`config.mk`:
```
export PLATFORM = sky130hd
export DESIGN_NAME = huff_bitpacker
export DESIGN_NICKNAME = d
export VERILOG_FILES = /design/src/rtl/huff_pkg.sv /design/src/rtl/huff_word_fifo.sv /design/src/rtl/huff_bitpacker.sv
export SDC_FILE = /design/constraint.sdc
export NUM_CORES = 1
export LEC_CHECK = 0
export ABC_AREA = 1
export CORE_AREA = 2 2 158 160
export CTS_BUF_LIST = sky130_fd_sc_hd__clkbuf_8
export DETAILED_ROUTE_END_ITERATION = 10
export DIE_AREA = 0 0 160 162
export PLACE_DENSITY_LB_ADDON = 0.3
export RECOVER_POWER = 50
export SYNTH_ARGS = -nofsm -noshare
export SYNTH_HDL_FRONTEND = slang
export SYNTH_HIERARCHICAL = 1
export SYNTH_SLANG_ARGS = --single-unit
```
`constraint.sdc`:
```
create_clock -name clk_i -period 2.62 [get_ports clk_i]
set_input_delay 0.524 -clock clk_i [delete_from_list [all_inputs] [get_ports clk_i]]
set_output_delay 0.524 -clock clk_i [all_outputs]
set_load 0.03 [all_outputs]
```
`src/rtl/huff_pkg.sv`:
```
// Shared constants, register map and FSM state type for the Huffman bit-packer.
package huff_pkg;

    // Word offsets of the register window, relative to the base address
    localparam int unsigned OFF_CODE   = 0;
    localparam int unsigned OFF_FLUSH  = 1;
    localparam int unsigned OFF_STATUS = 2;

    // CODE register fields
    localparam int unsigned CODE_LSB = 0;
    localparam int unsigned CODE_W   = 24;
    localparam int unsigned LEN_LSB  = 24;
    localparam int unsigned LEN_W    = 5;
    localparam int unsigned MAX_LEN  = 24;

    // Datapath widths
    localparam int unsigned ACC_W  = 56;
    localparam int unsigned WORD_W = 32;
    localparam int unsigned CNT_W  = 6;

    // STATUS register bit positions
    localparam int unsigned ST_READY   = 0;
    localparam int unsigned ST_FULL    = 1;
    localparam int unsigned ST_EMPTY   = 2;
    localparam int unsigned ST_OVF     = 3;
    localparam int unsigned ST_FLUSH   = 4;
    localparam int unsigned ST_CNT_LSB = 5;

    typedef enum logic [1:0] {
        StIdle,
        StEmit,
        StPad
    } state_t;

    // Full words always drain before a pending flush pads the tail
    function automatic state_t next_state(input logic [CNT_W-1:0] bitcnt, input logic flush);
        if (bitcnt >= CNT_W'(WORD_W)) begin
            return StEmit;
        end
        if (flush) begin
            return StPad;
        end
        return StIdle;
    endfunction

endpackage

```
`src/rtl/huff_word_fifo.sv`:
```
// Small synchronous word FIFO with registered storage; push and pop may share a cycle.
module huff_word_fifo #(
    parameter int unsigned DEPTH = 4,
    parameter int unsigned WIDTH = 32
) (
    input  logic             clk_i,
    input  logic             rst_ni,
    input  logic             push_i,
    input  logic [WIDTH-1:0] push_data_i,
    input  logic             pop_i,
    output logic             full_o,
    output logic             empty_o,
    output logic [WIDTH-1:0] head_o
);
    localparam int unsigned PtrW = $clog2(DEPTH);
    localparam int unsigned CntW = PtrW + 1;

    logic [WIDTH-1:0] mem_q [DEPTH];
    logic [PtrW-1:0]  rd_ptr_q, wr_ptr_q;
    logic [CntW-1:0]  count_q;
    logic             do_push, do_pop;

    assign full_o  = (count_q == CntW'(DEPTH));
    assign empty_o = (count_q == '0);
    assign head_o  = mem_q[rd_ptr_q];

    // A pop frees the slot in the same cycle, so a push into a full FIFO can proceed
    assign do_pop  = pop_i && !empty_o;
    assign do_push = push_i && (!full_o || do_pop);

    // Storage, pointers and occupancy; pointers wrap naturally (DEPTH is a power of two)
    always_ff @(posedge clk_i or negedge rst_ni) begin
        if (!rst_ni) begin
            for (int i = 0; i < int'(DEPTH); i++) begin
                mem_q[i] <= '0;
            end
            rd_ptr_q <= '0;
            wr_ptr_q <= '0;
            count_q  <= '0;
        end else begin
            if (do_push) begin
                mem_q[wr_ptr_q] <= push_data_i;
                wr_ptr_q        <= wr_ptr_q + PtrW'(1);
            end
            if (do_pop) begin
                rd_ptr_q <= rd_ptr_q + PtrW'(1);
            end
            unique case ({do_push, do_pop})
                2'b10:   count_q <= count_q + CntW'(1);
                2'b01:   count_q <= count_q - CntW'(1);
                default: count_q <= count_q;
            endcase
        end
    end

endmodule

```
`src/rtl/huff_bitpacker.sv`:
```
// Memory-mapped Huffman bit-packer: packs MSB-first codewords from core stores into
// 32-bit words and streams them out through a small FIFO.
module huff_bitpacker
    import huff_pkg::*;
#(
    parameter logic [31:0] BASE_ADDR  = 32'h0000_0080,
    parameter int unsigned FIFO_DEPTH = 4
) (
    input  logic        clk_i,
    input  logic        rst_ni,
    input  logic        memwrite_i,
    input  logic [31:0] dataadr_i,
    input  logic [31:0] writedata_i,
    output logic [31:0] readdata_o,
    output logic        out_valid_o,
    input  logic        out_ready_i,
    output logic [31:0] out_data_o,
    output logic        busy_o
);
    localparam logic [29:0] BaseWord = BASE_ADDR[31:2];

    state_t           state_q, state_d;
    logic [ACC_W-1:0] acc_q, acc_d;
    logic [CNT_W-1:0] bitcnt_q, bitcnt_d;
    logic             flush_q, flush_d;
    logic             ovf_q, ovf_d;

    logic              sel_code, sel_flush, sel_status, rd_status;
    logic [LEN_W-1:0]  wr_len;
    logic [CODE_W-1:0] wr_code, len_mask;
    logic              len_ok;
    logic [CNT_W-1:0]  shamt;
    logic [ACC_W-1:0]  code_shifted;
    logic              accept_ready;

    logic              fifo_push, fifo_pop, fifo_full, fifo_empty, can_push;
    logic [WORD_W-1:0] fifo_head;

    // Only the word address is decoded; byte lanes are ignored
    assign rd_status  = (dataadr_i[31:2] == BaseWord + 30'(OFF_STATUS));
    assign sel_code   = memwrite_i && (dataadr_i[31:2] == BaseWord + 30'(OFF_CODE));
    assign sel_flush  = memwrite_i && (dataadr_i[31:2] == BaseWord + 30'(OFF_FLUSH));
    assign sel_status = memwrite_i && rd_status;

    assign wr_len   = writedata_i[LEN_LSB +: LEN_W];
    assign wr_code  = writedata_i[CODE_LSB +: CODE_W];
    assign len_ok   = (wr_len != '0) && (wr_len <= LEN_W'(MAX_LEN));
    // len==24 shifts the one out of range, leaving an all-ones mask after the subtract
    assign len_mask = (CODE_W'(1) << wr_len) - CODE_W'(1);
    // New bits land directly below the bits already held (acc is left-aligned)
    assign shamt        = CNT_W'(ACC_W) - bitcnt_q - CNT_W'(wr_len);
    assign code_shifted = {{(ACC_W - CODE_W){1'b0}}, wr_code & len_mask} << shamt;

    assign accept_ready = (bitcnt_q < CNT_W'(WORD_W)) && !flush_q;

    assign out_valid_o = !fifo_empty;
    assign out_data_o  = fifo_head;
    assign fifo_pop    = out_valid_o && out_ready_i;
    assign busy_o      = (bitcnt_q != '0) || flush_q || !fifo_empty;

    // FSM state register
    always_ff @(posedge clk_i or negedge rst_ni) begin
        if (!rst_ni) begin
            state_q <= StIdle;
        end else begin
            state_q <= state_d;
        end
    end

    // FSM next state follows the next accumulator fill and flush request
    always_comb begin
        state_d = next_state(bitcnt_d, flush_d);
    end

    // FSM outputs: push a word when emitting, or when padding a non-empty tail
    always_comb begin
        can_push  = !fifo_full || fifo_pop;
        fifo_push = 1'b0;
        unique case (state_q)
            StEmit:  fifo_push = can_push;
            StPad:   fifo_push = can_push && (bitcnt_q != '0);
            default: fifo_push = 1'b0;
        endcase
    end

    // Datapath next state: FSM drain/pad actions, then bus register writes
    always_comb begin
        acc_d    = acc_q;
        bitcnt_d = bitcnt_q;
        flush_d  = flush_q;
        ovf_d    = ovf_q;

        unique case (state_q)
            StEmit: begin
                if (fifo_push) begin
                    acc_d    = acc_q << WORD_W;
                    bitcnt_d = bitcnt_q - CNT_W'(WORD_W);
                end
            end
            StPad: begin
                if (bitcnt_q == '0) begin
                    flush_d = 1'b0;
                end else if (fifo_push) begin
                    acc_d    = '0;
                    bitcnt_d = '0;
                    flush_d  = 1'b0;
                end
            end
            default: ;
        endcase

        // Emit never coincides with acceptance, so the code merge cannot race a shift
        if (sel_code) begin
            if (accept_ready && len_ok) begin
                acc_d    = acc_q | code_shifted;
                bitcnt_d = bitcnt_q + CNT_W'(wr_len);
            end else begin
                ovf_d = 1'b1;
            end
        end
        if (sel_flush) begin
            flush_d = 1'b1;
        end
        if (sel_status) begin
            ovf_d = 1'b0;
        end
    end

    // Datapath registers
    always_ff @(posedge clk_i or negedge rst_ni) begin
        if (!rst_ni) begin
            acc_q    <= '0;
            bitcnt_q <= '0;
            flush_q  <= 1'b0;
            ovf_q    <= 1'b0;
        end else begin
            acc_q    <= acc_d;
            bitcnt_q <= bitcnt_d;
            flush_q  <= flush_d;
            ovf_q    <= ovf_d;
        end
    end

    // Status read mux; zero for any other address
    always_comb begin
        readdata_o = '0;
        if (rd_status) begin
            readdata_o[ST_READY]              = accept_ready;
            readdata_o[ST_FULL]               = fifo_full;
            readdata_o[ST_EMPTY]              = fifo_empty;
            readdata_o[ST_OVF]                = ovf_q;
            readdata_o[ST_FLUSH]              = flush_q;
            readdata_o[ST_CNT_LSB +: CNT_W]   = bitcnt_q;
        end
    end

    huff_word_fifo #(
        .DEPTH(FIFO_DEPTH),
        .WIDTH(WORD_W)
    ) u_fifo (
        .clk_i      (clk_i),
        .rst_ni     (rst_ni),
        .push_i     (fifo_push),
        .push_data_i(acc_q[ACC_W-1 -: WORD_W]),
        .pop_i      (fifo_pop),
        .full_o     (fifo_full),
        .empty_o    (fifo_empty),
        .head_o     (fifo_head)
    );

endmodule

```
== After elaboration in Yosys (flattened, before gate mapping) ==
Index checks and enable logic that the tools add are counted.
Widths: inputs -> output; s select.
Operators by class
  multiplexer cells: 35
  add/subtract/negate cells: 9
  bitwise logic cells: 4
  shift operators: 2
  reductions and logical operators: 25
  eq/ne operators: 9
  $lt $le $gt $ge: 6
Operators with widths (count)
  $mux 56: 5
  $bwmux 128: 1
  $pmux 56 s2: 1
  $mux 32: 3
  $eq 30x6->1 const B: 3
  $bmux 32 s2: 1
  $demux 32 s2: 1
  $or 56x56->56: 1
  $shl 24x6->56: 1
  $mux 6: 5
  $and 24x24->24: 1
  $shl 1x5->24 const A: 1
  $sub 24x2->24 const B: 1
  $pmux 6 s2: 1
  $logic_and 1x1->1: 11
  $mux 11: 1
  $mux 1: 10
  $mux 2: 4
  $add 6x5->6: 1
  $ge 3x3->1 const B: 2
  $ge 6x6->1 const B: 1
  $logic_not 6->1: 1
  $lt 6x6->1 const B: 1
  $not 2->3: 2
  other kinds (21): 30
Storage, ports and cells
  logic and storage cells: 102
  bits of input ports: 68
  register bits: 201

== Depth between registers and ports, before layout ==
  depth after elaboration: 16
  mapped depth: 20

== Modules after synthesis ==
Netlist, hierarchy kept.
Modules (own cells, without submodules)
  huff_word_fifo: sequential area each 3378.2 µm², cells each 802, instances 1, area each 6552.5 µm²
  huff_bitpacker: sequential area each 1651.6 µm², cells each 981, instances 1, area each 6263.5 µm²

== Least setup slack after synthesis ==
OpenSTA, ideal clock, no wires.
  kind: input port to flip-flop
  start point: input port writedata_i[25]
  end point: register acc_q[48]
  data arrival time: 2825 ps
  library setup time: 78 ps
  cell stages on the path: 14
  required time: 2542 ps
  slack: -282 ps
  cells stage by stage: ha_1 inv_1 ha_1 fa_1 nand3_1 nand2_1 xnor2_1 inv_2 nor2_1 clkbuf_1 nand4_1 nand2_1 inv_1 a21oi_1
On the way
  longest elaborated chain between the ends: 7
  elaborated cells between the ends (all ways): 12
  classes of those cells: add/sub: 2; order compare: 1; shift: 2; mux: 2; bitwise: 2; reduce/logical: 3
RTL lines
  start, declared: line huff_bitpacker.sv:13  | input logic [31:0] writedata_i,
  $shl 1x5->24: line huff_bitpacker.sv:49  | assign len_mask = (CODE_W'(1) << wr_len) - CODE_W'(1);
  $sub 24x2->24: line huff_bitpacker.sv:49
  $and 24x24->24: line huff_bitpacker.sv:52  | assign code_shifted = {{(ACC_W - CODE_W){1'b0}}, wr_code & len_mask} << shamt;
  $shl 24x6->56: line huff_bitpacker.sv:52
  $or 56x56->56: line huff_bitpacker.sv:115  | acc_d = acc_q | code_shifted;
  $mux 56 (*): line huff_bitpacker.sv:114  | if (accept_ready && len_ok) begin
  $mux 56 (*): line huff_bitpacker.sv:113  | if (sel_code) begin
  net acc_d[48]: line huff_bitpacker.sv:23  | logic [ACC_W-1:0] acc_q, acc_d;
  end signal, assigned: line huff_bitpacker.sv:132  | acc_q <= '0;
  end signal, assigned: line huff_bitpacker.sv:137  | acc_q <= acc_d;
  end, declared: line huff_bitpacker.sv:23
The timed path passes the listed nets; every way through them passes the cells marked *.
A chain may end at the register's enable or synchronous reset.

== Worst setup path in the final report ==
  start point: input port dataadr_i[12]
  end point: output port readdata_o[2]
On the way
  longest elaborated chain between the ends: 2
RTL lines
  start, declared: line huff_bitpacker.sv:12  | input logic [31:0] dataadr_i,
  $eq 30x6->1: line huff_bitpacker.sv:40  | assign rd_status = (dataadr_i[31:2] == BaseWord + 30'(OFF_STATUS));
  $mux 11: line huff_bitpacker.sv:147  | if (rd_status) begin
  end, declared: line huff_bitpacker.sv:14  | output logic [31:0] readdata_o,
No other way between the ends.

==> results by group <==
Global routing
  • First-pass GRT wire length: around 70 mm
  • Vias in the first global route: approximately 13000
  • Total track usage: around 34%
  • Largest net degree at the start of global routing: between 100 and 150
  • Antenna violations before repair: 1
  • Overflow after GRT: 0

Critical path
  • Worst-case reg-to-reg path depth: 14
  • Req. time, crit path: between 2 and 2.5 ns
  • Crit Path Max Fanout: 5
  • CP arrival: ~2.2 ns
  • Internal reg-to-reg setup slack: around 0.020 ns
  • WS Path Type: in2out
  • Crit start category: input port
  • RR Endpoint: acc_q[35]
  • Setup crit end kind: output pin
  • Reg-to-reg startpoint: bitcnt_q[1]

Floorplan
  • Rows: 57
  • DIE AREA: about 26000 um^2
  • Initial cell density of the core: a little over half
  • Core Area: 24100 um^2
  • I/O Pins: roughly 130
  • Die Height: 162 um
  • Die X: about 160 um

Power
  • Leakage: approximately 8.8 nW
  • Combinational share of power: a little under half
  • Sw Pwr: 4.72 mW
  • Internal power: 6.58 mW
  • Peak VDD IR: 454 uV
  • Pwr Density: between 600 and 700 nW/um^2
  • Switching part of the total: 41.8%
  • Sequential power share: ~29%
  • Clk network pwr share: about a quarter

CTS
  • Clk sinks: 201
  • Number of clock buffers inserted by TritonCTS: 36
  • CTS clk-pin slew, worst paths: 0.06 ns
  • Clk buf depth: 3
  • CTS H-tree lvls: 2
  • Skew-Pair Late Insertion Delay: 0.55 ns
  • CTS root buf: clkbuf_8
  • CTS tree: done

Placement
  • Dpl cell area: 15200 um^2
  • Setup WS pre-CTS: -0.828 ns
  • GP Congestion: 1.04
  • Final HPWL DP: ~30 mm
  • Port bufs: ~110

Yosys
  • FF+latch count, synth: approximately 200
  • Sequential area share after synthesis: between 30% and 40%
  • Synth Instances: about 1800
  • Cell variety after synth: between 40 and 50
  • Post-synth EDFFs: 0
  • Synth warnings: 6
  • Synth async-reset ratio: 100%
  • Synthesized cell area: approximately 13000 um^2
  • Ys flop type: dfrtp_1
  • Syn Area/Cell: between 7 and 8 um^2

Timing
  • Slew Viols, Final: 0
  • Fmax: 0.368 GHz
  • Final worst slack: -0.0998 ns
  • Min Tclk post-route: approximately 2.7 ns
  • Max-slew headroom at the worst pin: under 10%
  • Unrepaired setup endpoints after global routing: true
  • Worst hold margin: around 0.46 ns
  • Final Hold Fails: 0
  • Period utilization: 104%
  • Setup Skew: between 0.02 and 0.03 ns
  • Final setup fails: 12
  • Worst-Margin Slew: 1.48 ns

Job
  • Max Cap Viol: 0

Drt
  • Routed Wire Length: approximately 45 mm
  • Via count: 14000
  • Vias per Instance: a little under 6
  • Wire per inst: about 19 um
  • Final ANT Viol Nets: 0
  • DR DRC count: 0
  • Drt initial violations: between 1000 and 1500
  • First drt pass iteration count: 7

Outcome
  • Status: finished with violations
  • Failing checks: negative setup slack

Min path
  • Hold Path Cell Cnt: 2
  • HP Start: u_fifo/mem_q[81]
  • Hold Path Class: reg2reg
  • Hold Path End: u_fifo/mem_q[81]

Final layout
  • P&R area growth vs syn: 31.7%
  • ANT cells: 0
  • Layout cells sized above 1: about 24%
  • Final Util: roughly 70%
  • Final instance area: about 17000 um^2
  • Fillers: between 1500 and 2000
  • Final #Nets: roughly 2100
-- cells by family after synthesis --
| logic type | count (synthesis) | synth area share, % |
|---|---|---|
| and+or+nand+nor | 1046 | 37.2 |
| adders and majority gates | 26 | 2.83 |
| buffers and inverters | 253 | 8.90 |
| other | 1 | 0.0293 |
| AOI/OAI and AO/OA | 243 | 10.8 |
| DFF | 201 | 39.2 |
| xor gates and xnor gates | 13 | 0.947 |
-- cells in the final DEF (no fill, tap or decap), types with 21 or more instances in the layout --
master,count
o22ai_1,38
inv_1,106
o21ai_1,49
nand3_2,58
nand2_1,503
dfrtp_1,200
nand2_2,23
conb_1,21
nand4_1,143
nand3_1,125
o21ai_0,64
clkbuf_8,40
buf_12,25
clkdlybuf4s50_1,31
buf_4,204
a21oi_1,22
nor2_1,127
-- critical path: stages --
cell             delay (ns)
clkdlybuf4s15_1        0.19
nor4_2                 0.30
nand2_1                0.20
nor4_4                 0.25
and2_4                 0.20
nand2_4                0.07
clkbuf_16              0.16
nor2_2                 0.12
buf_6                  0.16
-- power by group through the flow --
stage | combinational (mW) | sequential, mW | clock (mW)
global placement | 4.75 | 3.28 | 0
CTS | 4.83 | 3.23 | 2.97
floorplan | 3.02 | 3.26 | 0
finish | 5.12 | 3.23 | 2.95
global route | 5.47 | 3.23 | 3.11
detailed placement | 4.79 | 3.28 | 0
-- synth_stat cells, types with 2 or more instances --
library cell  instances  share of area, %
a221oi_1             16               1.1
nor2_4                4              0.35
or2_2                 2             0.098
clkbuf_1             41               1.2
buf_2                63               2.5
xnor2_1               5              0.34
o21bai_1              2              0.12
fa_1                  5              0.78
nor4_1                9              0.44
a21oi_2               3              0.21
o21ai_0              75               2.9
nand3_2              15               1.2
nor3_1               11              0.43
nand2_2               6              0.29
nand3_1             171               6.7
xor2_1                7              0.48
nand4_1             143               7.0
buf_1                14              0.41
a31oi_1               5              0.24
inv_2                 9              0.26
o21ai_1              52               2.0
nor2_2                5              0.24
o22ai_1              38               1.9
ha_1                 21               2.1
nor2_1              144               4.2
o211ai_1              7              0.41
nand2_1             523                15
buf_6                 2              0.18
or2_1                 2             0.098
a21oi_1              35               1.4
nand3b_1              3              0.18
inv_1                98               2.9
buf_4                26               1.5
a211oi_1              7              0.41
dfrtp_1             201                39
-- flip-flops by register name, summed over array words and instances, names as in the netlist --
register	count
acc_q	56
bitcnt_q	6
flush_q	1
ovf_q	1
state_q	2
u_fifo/count_q	3
u_fifo/mem_q	128
u_fifo/rd_ptr_q	2
u_fifo/wr_ptr_q	2
-- what timing repair did --
action	in CTS	in global routing
endpoints found under the hold margin	48	0
gates cloned	0	3
setup endpoints to repair	67	73
buffers inserted	16	16
gates resized for setup	66	173
pin swaps	15	55
hold buffers	1	0
-- area by class of cell --
cell class / instances / area [um^2] / share of cell area (%)
Multi-Input combinational cell: 1349 / 7440 / 44.1
Sequential cell: 201 / 5030 / 29.8
Timing Repair Buffer: 314 / 2880 / 17.1
Clock buffer: 40 / 551 / 3.26
Inverter: 107 / 415 / 2.46
Tap cell: 324 / 405 / 2.40
Clock inverter: 22 / 153 / 0.904
-- layer usage --
metal  vias up  part of all wire, %  global-route usage (%)
met1      6657                   41                    44.1
met5         -                0.029                       0
met3       157                  8.2                    5.62
li1       6461                    -                       -
met2       731                   47                    55.2
met4         2                  4.3                    14.5
-- per-stage QoR --
stage / TNS (ns) / total power [mW] / std cells
CTS: 0 / 11.0 / 2338
global route: -1.22 / 11.8 / 2357
global placement: -40.11 / 8.03 / 2259
finish: -0.525 / 11.3 / 2357
floorplan: -0.000636 / 6.28 / 1803
detailed placement: -41.94 / 8.07 / 2259
-- how the worst max path moves through the flow --
| stage | start | to | slack [ns] | cells past startpoint |
|---|---|---|---|---|
| finish | dataadr_i[12] | readdata_o[2] | -0.1 | 9 |
| global route | dataadr_i[12] | readdata_o[2] | -0.13 | 9 |
| CTS | bitcnt_q[1] | acc_q[49] | 0.002 | 14 |
| detailed placement | writedata_i[25] | acc_q[53] | -0.83 | 14 |
| global placement | writedata_i[27] | acc_q[28] | -0.78 | 17 |
| floorplan | writedata_i[25] | acc_q[48] | -0.0006 | 14 |
Power figures use the tool's default switching activity.
==> RTL change (same settings) <==
The package constant `CNT_W` goes from 6 to 12.
--- a/src/rtl/huff_pkg.sv
+++ b/src/rtl/huff_pkg.sv
@@ -16,7 +16,7 @@
     // Datapath widths
     localparam int unsigned ACC_W  = 56;
     localparam int unsigned WORD_W = 32;
-    localparam int unsigned CNT_W  = 6;
+    localparam int unsigned CNT_W  = 12;
 
     // STATUS register bit positions
     localparam int unsigned ST_READY   = 0;
Check against the original RTL: no difference found for any inputs over 4 cycles, from zero or initial values and one cycle with rst_ni low; that may be too few to reach the edited logic, so the function may still have changed.
==> RTL change against the original RTL <==
The flow finishes with violations (capacitance limit, slew limit, setup timing). Synthesized area grew 9.4%. Clock skew up 20 ps. Utilization is 11 points higher. Worst setup slack lost 490 ps. Synthesized cell count rose by 13%. Sequential cell count rose by 6. Wire length increased by 16%. Final area rose by 15%. Non-clock buffer count up 66. Critical endpoint is now acc_q[51].
Power is not compared: it rests on default switching activity, and its combinational part moved more than twofold at a synthesized area within 25%.
==> RTL change: results (changes against the original RTL) <==
Parameter                              Value

Timing
  Final setup skew ... 50.1 ps (+20.4 ps)
  Worst hold slack ... 467 ps (+2.66 ps)
  Relative slew slack ... -7.35% (-8.6 points)
  Final setup fails ... 63 (+51)
  Final worst setup slack ... -593 ps (-493 ps)
  Final-report max-slew violation count ... 61 (+61)

Job
  Number of maximum-capacitance violations ... 1 (+1)

Placement
  IO buf count ... 113 (+5.6%)
  Detailed Place HPWL ... 32600 um (+8.7%)
  Dpl cells ... 2539 (+12%)
  Pre-CTS WS ... -1380 ps (-554 ps)
  Final weighted congestion of routability-driven global placement ... 1.01 (-2.7%)

Global routing
  Wire length of the first global-routing pass ... 78700 um (+13%)
  Number of global-route vias before repair ... 15454 (+15%)
  Antenna violations before repair ... 0 (-1)
  Global router's overall resource usage ... 37.1% (+3.6 points)

Setup path
  Worst flop-to-flop path endpoint ... acc_q[51]
  Critical-path top delay cell ... sky130_fd_sc_hd__dfrtp_1
  Reg2reg path depth ... 19 (+5)
  Maximum fanout along the worst path ... 6 (+1)
  Data arrival, critical path ... 3680 ps (+1480 ps)

Synthesis
  Gate Count Post-Synth ... 2010 (+13%)
  Dominant cells by area after synthesis ... sky130_fd_sc_hd__dfrtp_1 37%, sky130_fd_sc_hd__nand2_1 14%, sky130_fd_sc_hd__nand3_1 8.5%
  Post-synthesis sequential area ratio ... 36.9% (-2.3 points)

Detailed routing
  Vias after detailed routing ... 16503 (+18%)

Status
  Violations in the final reports ... capacitance limit, slew limit, setup timing
  Run status ... complete, but fails checks

Finish
  Largest registers ... u_fifo/mem_q (128), acc_q (56), bitcnt_q (12)
  Count of non-filler cells in the finished layout ... 2646 (+12%)

Worst hold path
  Worst Min Path Start ... u_fifo/mem_q[86]
  Endpoint of the worst hold-timing path ... u_fifo/mem_q[86]
[RTL change: how the worst max path moves through the flow]
| stage | startpoint | end | slack [ps] | cells past startpoint |
|---|---|---|---|---|
| 2_1_floorplan | writedata_i[26] | acc_q[32] | -300 | 21 |
| 3_3_place_gp | writedata_i[25] | acc_q[34] | -1340 | 20 |
| 3_5_place_dp | writedata_i[25] | acc_q[34] | -1380 | 22 |
| 4_1_cts | bitcnt_q[1] | acc_q[47] | -530 | 22 |
| 5_1_grt | bitcnt_q[3] | acc_q[49] | -780 | 21 |
| 6_report | bitcnt_q[3] | acc_q[51] | -590 | 19 |
[RTL change: power breakdown]
group          switching (uW)  total (uW)  internal (uW)
registers                 146        3500           3360
clock network            1500        3310           1820
logic                    7970       12400           4460
total                    9610       19200           9630
[RTL change: per-layer routing]
layer | up-vias | share of wire, % | track usage (%)
met3 | 242 | 9.2 | 6.79
met2 | 1071 | 48 | 62.5
met4 | 0 | 4.8 | 15.2
li1 | 7375 | - | -
met1 | 7815 | 38 | 47.7
met5 | - | 0 | 0
[RTL change: metrics by stage]
step           utilization, %  area [sq um]
4_1_cts                  76.7         18500
3_3_place_gp             70.3         16900
5_1_grt                  80.6         19400
6_report                 80.6         19400
3_5_place_dp             70.3         16900
2_1_floorplan               -         14200
[RTL change: logic make-up (layout without fill, tap and decap cells)]
kind of cell | Yosys count | in the layout | share of synthesized area (%)
AO/OA/AOI/OAI | 273 | 273 | 11.3
XOR/XNOR | 12 | 12 | 0.749
adder cells (fa/ha/maj) | 45 | 45 | 4.17
buffers and inverters | 287 | 585 | 8.82
flip-flops | 207 | 207 | 36.9
other | 1 | 15 | 0.0267
AND/OR/NAND/NOR | 1185 | 1185 | 38.0
[RTL change: layout make-up]
class	instances	area [sq um]
Fill cell	1623	4670
Sequential cell	207	5180
Clock buffer	46	633
Multi-Input combinational cell	1530	8990
Timing Repair inverter	3	41.3
Tap cell	324	405
Inverter	136	543
Timing Repair Buffer	380	3470
Clock inverter	20	170
[RTL change: what timing repair did]
item | 4_1_cts | 5_1_grt
hold endpoints to repair | 34 | 0
pin swaps | 36 | 50
setup buffers | 13 | 22
resized for setup | 190 | 187
hold buffers | 1 | 0
cloned | 3 | 3
endpoints found under the setup margin | 203 | 205
